--- config.mk ---
export PLATFORM = sky130hd
export DESIGN_NAME = acc_sequencer
export DESIGN_NICKNAME = d
export VERILOG_FILES = /design/src/rtl/acc_seq_pkg.sv /design/src/rtl/acc_instr_decode.sv /design/src/rtl/acc_sequencer.sv
export SDC_FILE = /design/constraint.sdc
export NUM_CORES = 1
export LEC_CHECK = 0
export CAP_MARGIN = 20
export CORE_UTILIZATION = 45
export DETAILED_ROUTE_END_ITERATION = 16
export PLACE_DENSITY = 0.78
export SETUP_SLACK_MARGIN = 0.15
export SYNTH_ARGS = -nofsm -noshare
export SYNTH_HDL_FRONTEND = slang
export SYNTH_SLANG_ARGS = --single-unit
export TNS_END_PERCENT = 50
--- constraint.sdc ---
create_clock -name clk -period 2.78 [get_ports clk]
set_input_delay 0.695 -clock clk [delete_from_list [all_inputs] [get_ports clk]]
set_output_delay 0.695 -clock clk [all_outputs]
set_load 0.05 [all_outputs]
--- src/rtl/acc_seq_pkg.sv ---
// rtl/acc_seq_pkg.sv - opcodes, ALU selects, FSM states and decode bundle for acc_sequencer
package acc_seq_pkg;

  localparam logic [3:0] OP_NOP   = 4'h0;
  localparam logic [3:0] OP_ADD   = 4'h1;
  localparam logic [3:0] OP_SUB   = 4'h2;
  localparam logic [3:0] OP_INC   = 4'h3;
  localparam logic [3:0] OP_DEC   = 4'h4;
  localparam logic [3:0] OP_STORE = 4'h5;
  localparam logic [3:0] OP_JMP   = 4'h6;
  localparam logic [3:0] OP_HALT  = 4'hF;

  localparam logic [2:0] SEL_ADD  = 3'b000;
  localparam logic [2:0] SEL_SUB  = 3'b001;
  localparam logic [2:0] SEL_INC  = 3'b010;
  localparam logic [2:0] SEL_DEC  = 3'b011;
  localparam logic [2:0] SEL_READ = 3'b100;

  typedef enum logic [2:0] {
    ST_IDLE,
    ST_FETCH,
    ST_DECODE,
    ST_EXEC,
    ST_HALT
  } state_t;

  typedef struct packed {
    logic [2:0] select;
    logic       enable;
    logic       is_store;
    logic       is_jump;
    logic       is_halt;
    logic       is_illegal;
  } dec_t;

endpackage

--- src/rtl/acc_instr_decode.sv ---
// rtl/acc_instr_decode.sv - combinational opcode decoder feeding the sequencer FSM
module acc_instr_decode
  import acc_seq_pkg::*;
(
  input  logic [3:0] opcode,
  output dec_t       dec
);

  always_comb begin
    dec        = '0;
    dec.select = SEL_ADD;
    case (opcode)
      OP_NOP:   ;
      OP_ADD:   begin dec.select = SEL_ADD;  dec.enable = 1'b1; end
      OP_SUB:   begin dec.select = SEL_SUB;  dec.enable = 1'b1; end
      OP_INC:   begin dec.select = SEL_INC;  dec.enable = 1'b1; end
      OP_DEC:   begin dec.select = SEL_DEC;  dec.enable = 1'b1; end
      OP_STORE: begin dec.select = SEL_READ; dec.is_store = 1'b1; end
      OP_JMP:   dec.is_jump = 1'b1;
      OP_HALT:  dec.is_halt = 1'b1;
      default:  dec.is_illegal = 1'b1;
    endcase
  end

endmodule

--- src/rtl/acc_sequencer.sv ---
// rtl/acc_sequencer.sv - fetch/decode/execute sequencer driving the accumulator ALU
module acc_sequencer
  import acc_seq_pkg::*;
#(
  parameter int N    = 16,
  parameter int M    = 3,
  parameter int PC_W = 8
) (
  input  logic            clk,
  input  logic            rst,
  input  logic            start,
  output logic [PC_W-1:0] imem_addr,
  output logic            imem_req,
  input  logic            imem_ack,
  input  logic [N-1:0]    imem_data,
  output logic [N-1:0]    alu_in,
  output logic [M-1:0]    alu_select,
  output logic            alu_enable,
  input  logic [N-1:0]    alu_out,
  output logic [N-1:0]    result,
  output logic            result_valid,
  output logic            halted,
  output logic            illegal
);

  state_t          state, state_nx;
  logic [N-1:0]    ir;
  logic [PC_W-1:0] pc;
  dec_t            dec;

  // ir is stable from DECODE through EXEC, so one decoder serves both
  acc_instr_decode u_decode (
    .opcode (ir[N-1 -: 4]),
    .dec    (dec)
  );

  assign imem_addr = pc;

  always_ff @(posedge clk or posedge rst) begin
    if (rst) state <= ST_IDLE;
    else     state <= state_nx;
  end

  always_comb begin
    state_nx = state;
    case (state)
      ST_IDLE:   if (start) state_nx = ST_FETCH;
      ST_FETCH:  if (imem_ack) state_nx = ST_DECODE;
      ST_DECODE: state_nx = ST_EXEC;
      ST_EXEC:   state_nx = dec.is_halt ? ST_HALT : ST_FETCH;
      ST_HALT:   state_nx = ST_HALT;
      default:   state_nx = ST_IDLE;
    endcase
  end

  always_ff @(posedge clk or posedge rst) begin
    if (rst) begin
      pc           <= '0;
      ir           <= '0;
      imem_req     <= 1'b0;
      alu_in       <= '0;
      alu_select   <= '0;
      alu_enable   <= 1'b0;
      result       <= '0;
      result_valid <= 1'b0;
      halted       <= 1'b0;
      illegal      <= 1'b0;
    end else begin
      // ALU controls live for exactly the EXEC cycle; cleared on every other edge
      imem_req     <= (state_nx == ST_FETCH);
      result_valid <= 1'b0;
      alu_in       <= '0;
      alu_select   <= '0;
      alu_enable   <= 1'b0;
      case (state)
        ST_FETCH: if (imem_ack) ir <= imem_data;
        ST_DECODE: begin
          pc         <= dec.is_jump ? ir[PC_W-1:0] : pc + 1'b1;
          alu_in     <= N'(ir[11:0]);
          alu_select <= M'(dec.select);
          alu_enable <= dec.enable;
        end
        ST_EXEC: begin
          if (dec.is_store) begin
            result       <= alu_out;
            result_valid <= 1'b1;
          end
          if (dec.is_illegal) illegal <= 1'b1;
          if (dec.is_halt)    halted  <= 1'b1;
        end
        default: ;
      endcase
    end
  end

endmodule
==> impl_metrics.csv <==
group,metric,value,unit
synthesis,avgSynthCellArea,13.05,µm²
route,drc,0,
synthesis,ys_ff_latch,63,
clock_network,clock-sinks,63,
cells_and_area,syn_to_final_growth,39.58,%
clock_network,clk_path_buf_depth,2,
cells_and_area,final_cell_area,3662,µm²
clock_network,cts_resized,0,
floorplan,die_h,78.36,µm
critical_path,slowest_stage,"clkdlybuf4s50_1",
pwr,power,4.498,mW
timing,fmax,428.1,MHz
critical_path,critPathTopFamily,"buffers and inverters",
floorplan,die_w,78.36,µm
run_status,status,"finished clean",
placement,place_inst,343,
critical_path,critPathArrivalTime,1.64,ns
global_routing,grt_first_pass_wirelength,8404,µm
timing,finalSetupViolations,0,
synthesis,synth_edf_count,0,
pwr,vdd_drop_max,0.0006125,V
cells_and_area,final_common_cell,"clkdlybuf4s50_1",
clock_network,numCtsBuffers,9,
placement,post-dp-hpwl,3476,µm
global_routing,overflow,0,
cells_and_area,final_nets,319,
timing,grt_setup_unrepaired,"false",
route,ant_nets,0,
synthesis,synth_warnings,0,
timing,slew_headroom,0.4131,
critical_path,cp.buffers_inverters,1,
floorplan,io_pins,84,
synthesis,synth_seq_area_share,0.6009,
placement,port_buffers,79,
critical_path,path_cells,"clkdlybuf4s50_1",
timing,worst_pin_slew,0.8803,ns
critical_path,cp_max_fo,6,
route,wl_per_cell,14.23,µm
floorplan,rows,27,
cells_and_area,fin_util,0.6570,
timing,finalMaxSlewViolations,0,
cells_and_area,final_cell_mix,"79 x clkdlybuf4s50_1, 63 x dfrtp_1, 24 x mux2_2",
global_routing,grtUsageTotal,0.1825,
route,via_count,1805,
route,dr.pass1.iters,4,
cells_and_area,final_cells,358,
route,viasPerCell,5.042,
flow_run,max_cap_viol_count,0,
global_routing,first_global_vias,1755,
floorplan,die-area,6140,µm²
clock_network,postCtsSetupBuffers,0,
critical_path,cpPeakStageDelay,0.85,ns
synthesis,synth_ff_type,"dfrtp_1",
worst_hold_path,hp-class,"flop to flop",
route,finalWirelength,5094,µm
pwr,total_leakage_power,1.617,nW
synthesis,syn_area,2624,µm²
clock_network,clock_latency,0.34,ns
floorplan,initial_core_util,0.4707,
global_routing,grt_start_max_net_pins,47,
synthesis,ys_types,42,
floorplan,core_region_area,5574,µm²
timing,finalSetupTns,0,ns
critical_path,cp-end-kind,"primary output",
route,drt_iter0_markers,119,
global_routing,antenna_found_initial,0,
clock_network,hold_buffers,0,
timing,whs,0.4789,ns
clock_network,root_buffer,"clkbuf_8",
placement,gp_congestion,0.7636,
synthesis,async_flop_share,1.000,
pwr,powerDensity,1228,nW/µm²
clock_network,tritoncts,"done",
placement,place_ws,0.5723,ns
critical_path,crit_type,"flop to primary output",
clock_network,clk_pin_slew_worst_paths,0.07,ns
cells_and_area,drive_above_1_share,0.2028,
cells_and_area,insertedDiodeCount,0,
clock_network,htreeDepth,3,
timing,finalCriticalPeriod,2.336,ns
critical_path,cp-start-kind,"flop",
timing,finClkSkew,0.005058,ns
synthesis,syn-instance-count,201,
timing,final_hold_viol_count,0,
timing,post-route-worst-setup-slack,0.4443,ns
critical_path,crit_required,2.09,ns
timing,finalCritPeriodShare,0.8402,
placement,placed_area,3466,µm²
-- state kept, by name, indices dropped and copies added, names as in the netlist --
register and flops:
ir 16, alu_enable 1, state 3, illegal 1, imem_req 1, halted 1
imem_addr 8, result 16, result_valid 1, alu_in 12, alu_select 3
-- cell usage after synthesis (2+ instances only) --
library cell | n | area, µm²
a21oi_1 | 10 | 50.05
a2bb2oi_1 | 3 | 26.28
and2_1 | 13 | 81.33
buf_2 | 2 | 10.01
buf_4 | 5 | 37.54
clkbuf_1 | 5 | 18.77
dfrtp_1 | 63 | 1577
inv_1 | 3 | 11.26
mux2_2 | 24 | 270.3
mux2_4 | 9 | 135.1
nand2_1 | 8 | 30.03
nand2b_1 | 2 | 12.51
nand3_1 | 6 | 30.03
nand4_1 | 2 | 12.51
nor2_1 | 8 | 30.03
nor3_1 | 4 | 20.02
nor4_1 | 2 | 12.51
o21ai_0 | 3 | 15.01
o22ai_1 | 4 | 25.02
or2_2 | 2 | 12.51
xor2_1 | 2 | 17.52
-- report_power, final --
group / total, mW / internal (mW) / switching, mW
combinational: 2.12 / 0.876 / 1.24
clock: 0.787 / 0.453 / 0.334
sequential: 1.59 / 1.28 / 0.308
-- path summary, 6_finish.rpt --
path	startpoint	end	slack, ns	cells past startpoint
max reg2reg	state[2]	result[0]	0.58	3
min in group asynchronous	rst	result[4]	0.66	2
max	imem_addr[0]	imem_addr[0]	0.44	1
min	halted	halted	0.48	1
max in group asynchronous	rst	imem_addr[4]	1.56	3
min reg2reg	halted	halted	0.48	1
-- cells by family (layout without fill, tap and decap cells) --
kind of cell | count (synthesis) | in the layout | share of synthesized area
adders and majority gates | 1 | 1 | 0.004768
muxes | 34 | 34 | 0.1583
buffers and inverters | 19 | 101 | 0.04482
xor gates and xnor gates | 3 | 3 | 0.01002
and+or+nand+nor | 56 | 56 | 0.1230
DFF | 63 | 63 | 0.6009
other | 1 | 4 | 0.001429
AOI/OAI and AO/OA | 24 | 24 | 0.05675
-- area by class of cell --
cell class	count	area, µm²
fillers	425	1912
flip-flops and latches	63	1577
well taps	72	90.09
multi-input cells	122	954.7
clock inverters	4	45.04
repair buffers	83	833.3
inverters	3	11.26
clock buffers	11	151.4
-- per-layer routing --
layer  share of wire  wire length, µm  vias to the layer above  global-route usage
li1                -                -                      852                   -
met1            0.43             2209                      865              0.2301
met2            0.47             2396                       77              0.2825
met3           0.072              369                       11             0.05349
met4           0.023              118                        0              0.1000
met5               0                0                        -                   0
Power figures use the tool's default switching activity.
